File: src/rtl/dmi_master.sv
// dmi_master: DMI request initiator with busy retry; optional response timeout and drain when DMI_MASTER_TIMEOUT_EN is defined
module dmi_master #(
  parameter int ADDR_W    = 7,
  parameter int MAX_RETRY = 4,
  parameter int TIMEOUT   = 1024
) (
  input  logic              clock,
  input  logic              resetn,
  input  logic              cmd_valid,
  output logic              cmd_ready,
  input  logic [1:0]        cmd_op,
  input  logic [ADDR_W-1:0] cmd_addr,
  input  logic [31:0]       cmd_wdata,
  output logic              rsp_valid,
  input  logic              rsp_ready,
  output logic [31:0]       rsp_data,
  output logic [1:0]        rsp_status,
  output logic              dmi_req_valid,
  input  logic              dmi_req_ready,
  output logic [1:0]        dmi_req_bits_op,
  output logic [ADDR_W-1:0] dmi_req_bits_addr,
  output logic [31:0]       dmi_req_bits_data,
  input  logic              dmi_resp_valid,
  output logic              dmi_resp_ready,
  input  logic [31:0]       dmi_resp_bits_data,
  input  logic [1:0]        dmi_resp_bits_resp
);
  typedef enum logic [1:0] {IDLE, REQ, RESP, DONE} state_e;
  state_e state_q, state_d;
  logic [1:0] op_q, op_d, status_q, status_d;
  logic [ADDR_W-1:0] addr_q, addr_d;
  logic [31:0] wdata_q, wdata_d, data_q, data_d;
  logic [3:0] retry_q, retry_d;
  logic [15:0] tmo_q, tmo_d;
  logic drain_q, drain_d;
  always_comb begin
    state_d = state_q;
    op_d = op_q;
    addr_d = addr_q;
    wdata_d = wdata_q;
    data_d = data_q;
    status_d = status_q;
    retry_d = retry_q;
    tmo_d = tmo_q;
    drain_d = drain_q && !dmi_resp_valid;
    case (state_q)
      IDLE: if (cmd_valid && cmd_ready) begin
        op_d = cmd_op == 2'd3 ? 2'd0 : cmd_op;
        addr_d = cmd_addr;
        wdata_d = cmd_wdata;
        retry_d = 4'd0;
        state_d = REQ;
      end
      REQ: if (dmi_req_ready) begin
        tmo_d = 16'd0;
        state_d = RESP;
      end
      RESP: if (dmi_resp_valid) begin
        if (dmi_resp_bits_resp == 2'd3 && retry_q < 4'(MAX_RETRY)) begin
          retry_d = retry_q + 4'd1;
          state_d = REQ;
        end else begin
          data_d = dmi_resp_bits_data;
          status_d = dmi_resp_bits_resp == 2'd1 ? 2'd2 : dmi_resp_bits_resp;
          state_d = DONE;
        end
      end
`ifdef DMI_MASTER_TIMEOUT_EN
      else if (tmo_q == 16'(TIMEOUT - 1)) begin
        status_d = 2'd1;
        drain_d = 1'b1;
        state_d = DONE;
      end else tmo_d = tmo_q + 16'd1;
`endif
      default: if (rsp_ready) state_d = IDLE;
    endcase
  end
  always_ff @(posedge clock) begin
    if (!resetn) begin
      state_q <= IDLE;
      op_q <= 2'd0;
      addr_q <= '0;
      wdata_q <= 32'd0;
      data_q <= 32'd0;
      status_q <= 2'd0;
      retry_q <= 4'd0;
      tmo_q <= 16'd0;
      drain_q <= 1'b0;
    end else begin
      state_q <= state_d;
      op_q <= op_d;
      addr_q <= addr_d;
      wdata_q <= wdata_d;
      data_q <= data_d;
      status_q <= status_d;
      retry_q <= retry_d;
`ifdef DMI_MASTER_TIMEOUT_EN
      tmo_q <= tmo_d;
      drain_q <= drain_d;
`else
      tmo_q <= 16'd0;
      drain_q <= 1'b0;
`endif
    end
  end
  assign cmd_ready = state_q == IDLE && !drain_q;
  assign rsp_valid = state_q == DONE;
  assign rsp_data = data_q;
  assign rsp_status = status_q;
  assign dmi_req_valid = state_q == REQ;
  assign dmi_req_bits_op = op_q;
  assign dmi_req_bits_addr = addr_q;
  assign dmi_req_bits_data = wdata_q;
  assign dmi_resp_ready = state_q == RESP || drain_q;
endmodule

File: config.mk
export PLATFORM = sky130hd
export DESIGN_NAME = dmi_master
export DESIGN_NICKNAME = d
export VERILOG_FILES = /design/src/rtl/dmi_master.sv
export SDC_FILE = /design/constraint.sdc
export NUM_CORES = 1
export LEC_CHECK = 0
export BUFFER_PORTS_ARGS = -buffer_cell sky130_fd_sc_hd__buf_2
export CORE_ASPECT_RATIO = 0.6
export CORE_UTILIZATION = 42
export CTS_BUF_LIST = sky130_fd_sc_hd__clkbuf_4 sky130_fd_sc_hd__clkbuf_8
export DETAILED_ROUTE_END_ITERATION = 7
export GPL_TIMING_DRIVEN = 1
export MAX_ROUTING_LAYER = met4
export PLACE_DENSITY_LB_ADDON = 0.25
export SYNTH_ARGS = -nofsm -noshare
export SYNTH_HDL_FRONTEND = slang
export SYNTH_SLANG_ARGS = --single-unit
File: constraint.sdc
create_clock -name clock -period 1.9 [get_ports clock]
set_clock_uncertainty 0.15 [all_clocks]
set_input_delay 0.285 -clock clock [delete_from_list [all_inputs] [get_ports clock]]
set_output_delay 0.285 -clock clock [all_outputs]
set_load 0.02 [all_outputs]
After elaboration in Yosys (flattened, before gate mapping)
Index checks and enable logic that the tools add are counted.
{"block": "totals", "word_cells": 41, "reg_bits": 81, "in_bits": 81, "output_inout_bits": 79}
{"block": "classes", "eq_ne": 10, "mux": 12, "reduce_logical": 9, "n_addsub": 1, "magnitude_cmp": 1, "n_bitwise": 1}
{"operator": "2-to-1 mux 2 bit", "n": 7}
{"operator": "2-to-1 mux 4 bit", "n": 3}
{"operator": "== test 2 bit, second input constant", "n": 4}
{"operator": "case mux 4 bit (2 select lines)", "n": 1}
{"operator": "AND reduction 4 bit", "n": 2}
{"operator": "inequality test 2 bit, second input constant", "n": 3}
{"operator": "case mux 2 bit (3 select lines)", "n": 1}
{"operator": "adder 4 x 1 -> 4 bit, second input constant", "n": 1}
{"operator": "== test 2 x 1 -> 1 bit, second input constant", "n": 2}
{"operator": "< comparator 4 x 3 -> 1 bit, second input constant", "n": 1}
{"operator": "nonzero test 4 bit", "n": 1}
{"operator": "AND reduction 3 bit", "n": 1}
{"operator": "logical AND 1 bit", "n": 2}
{"operator": "zero test 2 bit", "n": 1}
{"operator": "inequality test 2 x 1 -> 1 bit, second input constant", "n": 1}
{"operator": "AND reduction 2 bit", "n": 1}
{"operator": "nonzero test 2 bit", "n": 1}
{"operator": "NOT 1 bit", "n": 1}

Logic depth before layout (Yosys ltp)
Gate-level depths: netlist of run 1.
{"block": "logic_depth", "depth_word": 5, "depth_mapped": 8, "ltp_nobuf": 6}

Worst setup path after synthesis of run 1
OpenSTA, ideal clock, no wires.
{"block": "synth_path", "path_type": "register to register", "start": "register state_q[0]", "end": "register state_q[1]", "required_ns": 1.634, "setup_ns": 0.116, "arrival_ns": 1.619, "n_path_buf": 0, "slack_ns": 0.015, "path_stages_with_launch": 7, "period_less_slack_ns": 1.885, "cell_sequence": "dfxtp_1 -> inv_1 -> ha_1 -> nor2b_4 -> nor4_4 -> o21ai_1 -> a31o_1"}
{"block": "synth_between", "elab_chain_cells": 4, "word_cells_on_any_way": 10, "cone_classes": "eq/ne (5); mux (1); reduce/logical (4)"}
{"item": "start: declaration", "line": "29", "text": "state_e state_q, state_d;"}
{"item": "start signal: assignment", "line": "90", "text": "state_q <= state_d;"}
{"item": "zero test 2 bit (*)", "line": "106", "text": "assign cmd_ready = state_q == IDLE && !drain_q;"}
{"item": "net cmd_ready", "line": "10", "text": "output logic cmd_ready,"}
{"item": "logical AND 1 bit", "line": "47", "text": "IDLE: if (cmd_valid && cmd_ready) begin"}
{"item": "inequality test 2 bit (no line)"}
{"item": "AND reduction 4 bit (no line)"}
The timed path passes the listed nets; every way through them passes the cells marked *.
A chain may end at the register's enable or synchronous reset.

Worst setup path in the final report of run 1
{"block": "layout_path", "start": "register state_q[0]", "end": "register state_q[1]"}
{"block": "layout_between", "elab_chain_cells": 4, "word_cells_on_any_way": 10, "cone_classes": "eq/ne (5); mux (1); reduce/logical (4)"}
{"item": "zero test 2 bit", "line": "46, 106"}
{"item": "logical AND 1 bit", "line": "47"}
{"item": "inequality test 2 bit (no line)"}
{"item": "AND reduction 4 bit (no line)"}
Parallel ways exist; a longest one is shown, timed or not.

==> run metrics, run 1 <==
Final Wtd Congestion 0.820; overflow left after global routing 0; max_slew headroom 75.5%; fraction of the yosys area taken by sequential cells 53.5%; number of stages on the worst hold path 3; filler instances 615; area fraction in compound gates after synthesis 14.6%; ys flop type dfxtp_1; violations in the final reports design-rule violations; detail-routed net length per standard cell 12.3 µm; Cell Count Post-Placement 605; critical-path cell list inv_1 -> ha_1 -> nor2b_4 -> nor4_4 -> nor4b_2 -> a31o_1; fraction of final layout cells sized beyond drive strength 1 35.6%; Final ANT Viol Nets 0; diode insertion count for antenna repair 0; endpoint kind of the worst setup timing path flip-flop; vias 2,989; via count of the first global-routing pass 2,607; Leakage 1.99 nW; RSZ-0062 raised after global routing no; upper clock frequency limit 560 MHz; num rows 23; Syn-to-layout area delta 40.7%; total detailed-routing wirelength 7720 µm; Layout Cells excl Fill 627; latest clock arrival within the worst-skew pair 350 ps; startpoint-to-endpoint class of the critical path flip-flop to flip-flop; critical path data arrival time 1920 ps; Post-layout nets 623; post-CTS clock slew at the launch and capture registers of the worst setup and hold paths 80 ps; # DRC 12; area of the core 6820 µm²; total of warnings raised by yosys 0; # H-tree levels 3; post-synthesis cell area 3030 µm²; reg-to-reg slack, setup 120 ps; family with the most delay on the worst path simple AND/OR/NAND/NOR gates; Reg power frac 38.4%; die footprint 7570 µm²; switching power total 1.78 mW; share of synthesized cell area in full adder, half adder and majority cells 2.89%; critical path depth 6; Worst Hold Class input pin to flip-flop; synthesized area per cell 8.10 µm²; number of buffers created by CTS 9; number of buffers inserted to repair setup after CTS 0; max cap viols 0; largest net degree at the start of global routing 42; XOR/XNOR Fraction of Synth Area 0%; Port Buffer Count 159; cell count after synthesis 374; number of distinct library cells after synthesis 31; number of synthesized register bits 81; power per unit of standard cell area 1240 nW/µm²; sum of negative setup slack 0 ps; critical path launch point type flip-flop; result of the run finished, violations left; count of flip-flops with a built-in enable after synthesis 0; worst stage delay on the critical path 340 ps; Setup-failing EPs final 0; Net Sw Frac 33.7%; Least-Margin Pin Slew 364 ps; IO Count 160; largest vdd supply drop 707 µV; Detail Placement HPWL 5400 µm; CTS tree done; count of buffer and inverter cells on the critical path 1; vertical die dimension 67.8 µm; Max Fanout on Critical Path 5; synthesized netlist net count 462; Total GRT Usage 21.0%; clock network fraction of design power 28.7%; maximum buffer depth of the clock tree 2; final hold violations 0; Tmin final 1780 ps; antenna violations before repair 0; initial standard-cell utilization of the core 44.4%; average vias per placed instance 4.77; fin. max-slew vios 0; internal power summed over all cells 3.50 mW; Slowest-stage cell, CP nor4_4; router iterations before antenna repair 6; proportion of synthesized flip-flops having asynchronous set or reset 0%; largest family of logic cells by synthesized area simple AND/OR/NAND/NOR gates; clock net sink count 81; initial drt markers 235; Logic pwr share 32.9%; Worst Reg-to-Reg Cells 6; Final Cycle Share 93.9%; CTS root buffer clkbuf_8; chip width 112 µm; simple-gate share of the synthesized area 24.2%; wire length of the first global-routing pass 12,000 µm; CP Data Required Time 2040 ps; multiplexer share of the synthesized area 0.330%
-- flip-flops by register name (all words and copies together) (netlist names) --
signal             cells
rsp_data              32
dmi_req_bits_data     32
dmi_req_bits_addr      7
dmi_req_bits_op        2
retry_q                4
state_q                2
rsp_status             2
-- power by group through the flow --
stage	clock network, mW	registers [mW]	logic, mW
after global placement	0	2.05	1.71
after detailed placement	0	2.06	1.74
after CTS	1.56	2.03	1.75
after floorplan	0	2.31	0.885
final	1.52	2.03	1.74
after global routing	1.63	2.06	1.92
-- cells in the mapped netlist (2+ instances only) --
| library cell | n | area [µm²] |
|---|---|---|
| nand3b_1 | 2 | 15.0 |
| ha_1 | 7 | 87.6 |
| inv_1 | 3 | 11.3 |
| dfxtp_1 | 81 | 1620 |
| nor2_1 | 5 | 18.8 |
| buf_2 | 11 | 55.1 |
| nand3_1 | 2 | 10.0 |
| buf_4 | 3 | 22.5 |
| nand2_1 | 151 | 567 |
| nor2b_1 | 2 | 12.5 |
| a21oi_1 | 77 | 385 |
| clkbuf_1 | 11 | 41.3 |
-- worst register-to-register path: stages, from the launching register on --
cell and delay [ps]:
dfxtp_1 330, inv_1 70, ha_1 250, nor2b_4 160, nor4_4 340, nor4b_2 280, a31o_1 140
-- cell families (layout without fill, tap and decap cells) --
logic type | count (synthesis) | count (layout)
AND/OR/NAND/NOR | 171 | 171
AO/OA/AOI/OAI | 85 | 85
flip-flops | 81 | 81
buffers and inverters | 29 | 195
adder cells (fa/ha/maj) | 7 | 7
multiplexers | 1 | 1
-- cell usage in the layout, fill, tap and decap left out, types with 2 or more instances in the layout --
| cell | n |
|---|---|
| a21oi_1 | 77 |
| buf_12 | 5 |
| buf_2 | 159 |
| buf_4 | 5 |
| bufinv_16 | 3 |
| clkbuf_8 | 10 |
| dfxtp_1 | 80 |
| dlygate4sd3_1 | 6 |
| ha_1 | 7 |
| inv_1 | 3 |
| nand2_1 | 151 |
| nand3_1 | 2 |
| nand3b_1 | 2 |
| nor2_1 | 5 |
| nor2b_1 | 2 |
-- layout make-up --
class,count,area [µm²],share of cell area (%)
clock buffers,11,145,3.40
multi-input cells,264,1270,29.9
flip-flops and latches,81,1620,38.1
repair buffers,175,993,23.3
clock inverters,5,103,2.41
inverters,4,15.0,0.352
well taps,87,109,2.55
-- routing by layer --
metal  global-route usage, %  up-vias  share of wire (%)
li1                        -     1535                  -
met5                       -        -                  0
met2                    33.5      107                 44
met4                    7.94        0                1.1
met1                    25.0     1339                 47
met3                    6.82        8                7.3
-- repair_timing --
item | 4_1_cts | 5_1_grt
hold buffers | 5 | 1
resized for setup | 0 | 1
hold endpoints to repair | 5 | 1
setup endpoints to repair | 0 | 1
-- through the flow --
| step | power (mW) | utilization, % | cell area [µm²] | setup WS (ps) | hold slack [ps] |
|---|---|---|---|---|---|
| 3_3_place_gp | 3.76 | 58.0 | 3950 | 185 | 270 |
| 5_1_grt | 5.60 | 62.5 | 4260 | 31.2 | 3.74 |
| 2_1_floorplan | 3.20 | - | 3030 | 15.2 | 256 |
| 4_1_cts | 5.34 | 62.3 | 4250 | 83.7 | 0.718 |
| 6_report | 5.28 | 62.5 | 4260 | 116 | 18.7 |
| 3_5_place_dp | 3.80 | 58.0 | 3950 | 115 | 272 |
-- worst paths after layout --
kind / start / endpoint
worst max-delay path: state_q[0]$_SDFFE_PN0P_ / state_q[1]$_SDFFE_PN0P_
worst min-delay path: dmi_resp_bits_data[17] / rsp_data[17]$_SDFFE_PN0P_
worst max register to register: state_q[0]$_SDFFE_PN0P_ / state_q[1]$_SDFFE_PN0P_
worst min register to register: retry_q[3]$_SDFFE_PN0P_ / retry_q[3]$_SDFFE_PN0P_
(Power assumes the default switching activity.)
==> inputs of run 2 (changes only) <==
--- a/config.mk
+++ b/config.mk
@@ -5,6 +5,7 @@
 export SDC_FILE = /design/constraint.sdc
 export NUM_CORES = 1
 export LEC_CHECK = 0
+export ABC_AREA = 1
 export BUFFER_PORTS_ARGS = -buffer_cell sky130_fd_sc_hd__buf_2
 export CORE_ASPECT_RATIO = 0.6
 export CORE_UTILIZATION = 42
==> constraint.sdc (replaced) <==
create_clock -name clock -period 1.9 [get_ports clock]
set_clock_uncertainty 0.15 [all_clocks]
set_input_delay 0.19 -clock clock [delete_from_list [all_inputs] [get_ports clock]]
set_output_delay 0.19 -clock clock [all_outputs]
set_load 0.02 [all_outputs]
==> run 2 against run 1 <==
Compared with the run above: the flow now finishes without violations; area after synthesis rose by 5.4%; sequential power increased by 7%; global-route usage increased by 3.4 points; via count is 18% higher; register-to-register slack improved by 40 ps; sequential cell count did not move; routed wire length is 21% higher; synthesized cell count grew 9.1%; combinational power increased by 12%; non-clock buffer count up 66; largest cell class unchanged; highest routed layer unchanged.
==> run metrics, run 2 <==
vertical die dimension 69.6 µm (was 67.8 µm); post-placement setup slack 22.2 ps (was 115 ps); Final Cycle Share 95.8% (was 93.9%); power per unit of standard cell area 1110 nW/µm² (was 1240 nW/µm²); clock net sink count 81 (unchanged); Synth top area share 50.8% (was 53.5%); upper clock frequency limit 549 MHz (was 560 MHz); ys flop type dfxtp_1 (unchanged); fin. max-slew vios 0 (unchanged); post-layout util 68.5% (was 62.5%); number of synthesized register bits 81 (unchanged); cell count after synthesis 408 (was 374); Max Fanout on Critical Path 22 (was 5); num rows 24 (was 23); antenna violations before repair 0 (unchanged); largest net degree at the start of global routing 43 (was 42); chip width 115 µm (was 112 µm); filler instances 612 (was 615); critical path data arrival time 1480 ps (was 1920 ps); final hold violations 0 (unchanged); Tmin final 1820 ps (was 1780 ps); Final Wtd Congestion 0.793 (was 0.820); Leakage 2.36 nW (was 1.99 nW); Post-Route Hold Slack 83.0 ps (was 18.7 ps); total detailed-routing wirelength 9340 µm (was 7720 µm); router iterations before antenna repair 5 (was 6); max_slew headroom 72.0% (was 75.5%); number of buffers inserted to repair setup after CTS 0 (unchanged); # H-tree levels 3 (unchanged); largest vdd supply drop 755 µV (was 707 µV); Final ANT Viol Nets 0 (unchanged); endpoint kind of the worst setup timing path output pin (was flip-flop); post-CTS clock slew at the launch and capture registers of the worst setup and hold paths 80 ps (about the same); fraction of final layout cells sized beyond drive strength 1 30.0% (was 35.6%); average vias per placed instance 4.78 (was 4.77); RSZ-0062 raised after global routing no (unchanged); overflow left after global routing 0 (unchanged); Detail Placement HPWL 5800 µm (was 5400 µm); synthesized area per cell 7.83 µm² (was 8.10 µm²); wire length of the first global-routing pass 14,800 µm (was 12,000 µm); placed standard-cell area 4010 µm² (was 3950 µm²); Syn-to-layout area delta 56.4% (was 40.7%); most common cell after layout, fill and taps aside buf_2 (unchanged); commonest cells after routing, fill and taps aside buf_2, nor2_1, dfxtp_1, dlygate4sd3_1, nand2_1 (was buf_2, nand2_1, dfxtp_1, a21oi_1, clkbuf_8); fin area 5000 µm² (was 4260 µm²); IO Count 160 (unchanged); sum of negative setup slack 0 ps (unchanged); Post-layout nets 718 (was 623); proportion of synthesized flip-flops having asynchronous set or reset 0% (unchanged); initial standard-cell utilization of the core 43.8% (was 44.4%); critical path launch point type flip-flop (unchanged); Setup-failing EPs final 0 (unchanged); CP Data Required Time 1560 ps (was 2040 ps); CTS tree done (unchanged); Worst Hold Class input pin to flip-flop (unchanged); via count of the first global-routing pass 3,266 (was 2,607); die footprint 7970 µm² (was 7570 µm²); count of flip-flops with a built-in enable after synthesis 0 (unchanged); result of the run completed (was finished, violations left); max cap viols 0 (unchanged); Least-Margin Pin Slew 420 ps (was 364 ps); Cell Count Post-Placement 650 (was 605); CTS root buffer clkbuf_8 (unchanged); diode insertion count for antenna repair 0 (unchanged); total of warnings raised by yosys 0 (unchanged); Port Buffer Count 159 (unchanged); Total GRT Usage 24.3% (was 21.0%); synthesized netlist net count 496 (was 462); Layout Cells excl Fill 738 (was 627); initial drt markers 261 (was 235); most frequent cells after synthesis nor2_1, dfxtp_1, nand2_1 (was nand2_1, dfxtp_1, a21oi_1); Overall Power 5.55 mW (was 5.28 mW); area of the core 7300 µm² (was 6820 µm²); top cell type by total area after synthesis dfxtp_1 (unchanged); number of buffers created by CTS 9 (unchanged); detail-routed net length per standard cell 12.7 µm (was 12.3 µm); most frequent cell after synthesis nor2_1 (was nand2_1); startpoint-to-endpoint class of the critical path flip-flop to output pin (was flip-flop to flip-flop); final worst slack 79.6 ps (was 116 ps); fraction of the yosys area taken by sequential cells 50.8% (was 53.5%); vias 3,524 (was 2,989); # DRC 0 (was 12); top area cells in the synthesized netlist dfxtp_1, nor2_1, nand2_1, nand4_1, o21ai_0 (was dfxtp_1, nand2_1, a21oi_1, ha_1, buf_2); number of distinct library cells after synthesis 21 (was 31); latest clock arrival within the worst-skew pair 340 ps (was 350 ps); maximum buffer depth of the clock tree 2 (unchanged); post-synthesis cell area 3190 µm² (was 3030 µm²)
-- run 2: timing repair --
action                                  CTS  global route
endpoints found under the setup margin    1             2
hold buffers                             73             0
endpoints found under the hold margin    73             0
gates resized for setup                   3             3
-- run 2: worst paths after layout --
check / start / end / slack, ps / cells past startpoint
max: state_q[0]$_SDFFE_PN0P_ / dmi_resp_ready / 80 / 4
min: resetn / state_q[1]$_SDFFE_PN0P_ / 80 / 3
max reg2reg: state_q[1]$_SDFFE_PN0P_ / retry_q[1]$_SDFFE_PN0P_ / 160 / 9
min reg2reg: rsp_data[12]$_SDFFE_PN0P_ / rsp_data[12]$_SDFFE_PN0P_ / 310 / 2
-- run 2: critical path, cell delays in order, from the launching register on --
cell and delay [ps]:
dfxtp_1 310, inv_1 160, ha_4 240, buf_6 220, buf_2 200
-- run 2: area by class of cell --
| type | count | area, µm² | area share, % |
|---|---|---|---|
| clock buffer | 13 | 173 | 3.46 |
| clock inverter | 2 | 60.1 | 1.20 |
| inverter | 16 | 62.6 | 1.25 |
| multi-input combinational | 281 | 1350 | 27.0 |
| sequential | 81 | 1620 | 32.5 |
| tap | 104 | 130 | 2.60 |
| timing repair buffer | 241 | 1600 | 32.0 |
-- run 2: routing by layer --
metal  track usage [%]  up-vias  routed length [µm]
li1                  -     1793                   -
met1              29.1     1580                4210
met2              39.9      127                4410
met3              6.47       24                 545
met4              7.94        0                 164
met5                 -        -                   0
-- run 2: cells by family after synthesis --
kind of cell	synth area share [%]
AO/OA/AOI/OAI	12.7
adder cells (fa/ha/maj)	2.74
buffers and inverters	7.36
flip-flops	50.8
AND/OR/NAND/NOR	26.4
-- run 2: power breakdown --
part	internal [mW]	switching, mW	total, mW
Sequential	2.01	0.159	2.17
Clock	0.856	0.573	1.43
Combinational	0.715	1.24	1.95
Total	3.58	1.97	5.55
==> inputs of run 3 (changes only) <==
--- a/config.mk
+++ b/config.mk
@@ -5,7 +5,6 @@
 export SDC_FILE = /design/constraint.sdc
 export NUM_CORES = 1
 export LEC_CHECK = 0
-export ABC_AREA = 1
 export BUFFER_PORTS_ARGS = -buffer_cell sky130_fd_sc_hd__buf_2
 export CORE_ASPECT_RATIO = 0.6
 export CORE_UTILIZATION = 42
==> run 3 against run 2 <==
Compared with the run above: the run now ends with design-rule violations left; combinational power decreased by 6%; non-clock buffer count grew 5; utilization increased by 3.2 points; setup slack better by 67 ps; global-route usage shrank 0.064 points; power shrank 7.0%; routed wire length shrank 5.7%; critical path depth rose by 3; clock-buffer cell count unchanged; first-iteration DRC count down 7.7%; sequential power is 6% lower; sequential share of layout area up 0.68 points; critical path type is now flip-flop to flip-flop; largest cell class is now non-clock buffers.
==> run metrics, run 3 (synthesis results as in run 1) <==
CTS tree done (unchanged); result of the run finished, violations left (was completed); chip width 112 µm (was 115 µm); clock net sink count 81 (unchanged); Setup-failing EPs final 0 (unchanged); Slowest-stage cell, CP dfxtp_1 (unchanged); Port Buffer Count 159 (unchanged); upper clock frequency limit 570 MHz (was 549 MHz); Max Fanout on Critical Path 41 (was 22); Reg power frac 39.2% (was 39.0%); initial drt markers 241 (was 261); Logic pwr share 35.6% (was 35.2%); Cell Count Post-Placement 606 (was 650); Worst Reg-to-Reg Cells 7 (was 9); max cap viols 0 (unchanged); diode insertion count for antenna repair 0 (unchanged); Layout Cells excl Fill 697 (was 738); Detail Placement HPWL 5380 µm (was 5800 µm); Leakage 2.27 nW (was 2.36 nW); post-placement setup slack 103 ps (was 22.2 ps); num rows 23 (was 24); clock network fraction of design power 25.2% (was 25.8%); area of the core 6820 µm² (was 7300 µm²); reg-to-reg slack, setup 150 ps (was 160 ps); Least-Margin Pin Slew 510 ps (was 420 ps); largest net degree at the start of global routing 51 (was 43); number of buffers created by CTS 9 (unchanged); post-layout util 71.7% (was 68.5%); # DRC 12 (was 0); maximum buffer depth of the clock tree 2 (unchanged); Tmin final 1750 ps (was 1820 ps); Final Wtd Congestion 0.812 (was 0.793); end of the worst register-to-register path dmi_req_bits_data[14]$_SDFFE_PN0P_ (was retry_q[1]$_SDFFE_PN0P_); Total GRT Usage 24.3% (about the same); internal power summed over all cells 3.39 mW (was 3.58 mW); final hold violations 0 (unchanged); Syn-to-layout area delta 61.4% (was 56.4%); endpoint of the most critical setup path dmi_req_bits_data[14]$_SDFFE_PN0P_ (was dmi_resp_ready); overflow left after global routing 0 (unchanged); fin. max-slew vios 0 (unchanged); latest clock arrival within the worst-skew pair 330 ps (was 340 ps); critical path data arrival time 1860 ps (was 1480 ps); # H-tree levels 3 (unchanged); Post-layout nets 694 (was 718); Net Sw Frac 34.3% (was 35.5%); final worst slack 146 ps (was 79.6 ps); die footprint 7570 µm² (was 7970 µm²); Post-Route Hold Slack 247 ps (was 83.0 ps); endpoint kind of the worst setup timing path flip-flop (was output pin); Final Cycle Share 92.3% (was 95.8%); placed standard-cell area 3910 µm² (was 4010 µm²); IO Count 160 (unchanged); most common cell after layout, fill and taps aside buf_2 (unchanged); Overall Power 5.16 mW (was 5.55 mW); commonest cells after routing, fill and taps aside buf_2, nand2_1, dfxtp_1, a21oi_1, dlygate4sd3_1 (was buf_2, nor2_1, dfxtp_1, dlygate4sd3_1, nand2_1); Final ANT Viol Nets 0 (unchanged); wire length of the first global-routing pass 13,800 µm (was 14,800 µm); fraction of final layout cells sized beyond drive strength 1 31.3% (was 30.0%); router iterations before antenna repair 7 (was 5); switching power total 1.77 mW (was 1.97 mW); total detailed-routing wirelength 8800 µm (was 9340 µm); violations in the final reports design-rule violations; CTS root buffer clkbuf_8 (unchanged); worst stage delay on the critical path 310 ps (about the same); vertical die dimension 67.8 µm (was 69.6 µm); antenna violations before repair 0 (unchanged); max_slew headroom 66.0% (was 72.0%); CP Data Required Time 2000 ps (was 1560 ps); post-CTS clock slew at the launch and capture registers of the worst setup and hold paths 80 ps (about the same); Worst R2R Start state_q[0]$_SDFFE_PN0P_ (was state_q[1]$_SDFFE_PN0P_); critical-path cell list inv_1 -> ha_1 -> buf_4 -> and2_1 -> buf_6 -> nand2_1 -> a21oi_1 (was inv_1 -> ha_4 -> buf_6 -> buf_2); vias 3,285 (was 3,524); largest vdd supply drop 722 µV (was 755 µV); startpoint-to-endpoint class of the critical path flip-flop to flip-flop (was flip-flop to output pin); via count of the first global-routing pass 2,968 (was 3,266); sum of negative setup slack 0 ps (unchanged); average vias per placed instance 4.71 (was 4.78); detail-routed net length per standard cell 12.6 µm (was 12.7 µm); fin area 4890 µm² (was 5000 µm²); initial standard-cell utilization of the core 44.4% (was 43.8%); RSZ-0062 raised after global routing no (unchanged); Worst Hold Class input pin to flip-flop (unchanged); critical path launch point type flip-flop (unchanged); power per unit of standard cell area 1060 nW/µm² (was 1110 nW/µm²); start point of the critical path state_q[0]$_SDFFE_PN0P_ (unchanged)
==> run 3: worst min path at each step <==
| stage | startpoint | end | slack [ps] | depth (start not counted) |
|---|---|---|---|---|
| after floorplan | resetn | retry_q[3]$_SDFFE_PN0P_ | 160 | 2 |
| after global placement | retry_q[3]$_SDFFE_PN0P_ | retry_q[3]$_SDFFE_PN0P_ | 270 | 2 |
| after detailed placement | retry_q[3]$_SDFFE_PN0P_ | retry_q[3]$_SDFFE_PN0P_ | 280 | 2 |
| after CTS | cmd_valid | retry_q[2]$_SDFFE_PN0P_ | 220 | 4 |
| after global routing | dmi_resp_valid | rsp_data[4]$_SDFFE_PN0P_ | 240 | 4 |
| final | cmd_valid | retry_q[2]$_SDFFE_PN0P_ | 250 | 4 |
==> run 3: repair_timing <==
item                       in CTS  in global routing
hold buffers                   76                  0
setup buffers                   0                  0
gates resized for setup         0                  1
setup endpoints to repair       0                 27
hold endpoints to repair       76                  0
==> run 3: final cells by class <==
type                       instances  area [µm²]
clock buffer                      13         179
clock inverter                     2        35.0
fill                             538        1930
inverter                           4        15.0
multi-input combinational        264        1270
sequential                        81        1620
tap                               87         109
timing repair buffer             246        1660
==> run 3: worst max-delay path: cells and delay by family, from the launching register on <==
family                   cells  cell delay (ps)
adder cells (fa/ha/maj)      1              250
AND/OR/NAND/NOR              2              250
buffers and inverters        3              520
flip-flops                   1              310
AO/OA/AOI/OAI                1              170
==> run 3: power groups by stage <==
stage / clock [mW] / combinational, mW / sequential, mW
floorplan: 0 / 0.885 / 2.31
global placement: 0 / 1.67 / 2.05
detailed placement: 0 / 1.70 / 2.06
CTS: 1.35 / 1.83 / 2.02
global route: 1.42 / 2.02 / 2.05
finish: 1.30 / 1.83 / 2.03
==> run 3: routing by layer <==
layer / vias up / global-route usage [%] / wire length (µm)
met5: - / - / 0
li1: 1673 / - / -
met3: 6 / 6.91 / 605
met2: 116 / 41.7 / 4290
met4: 0 / 8.11 / 65
met1: 1490 / 27.9 / 3840
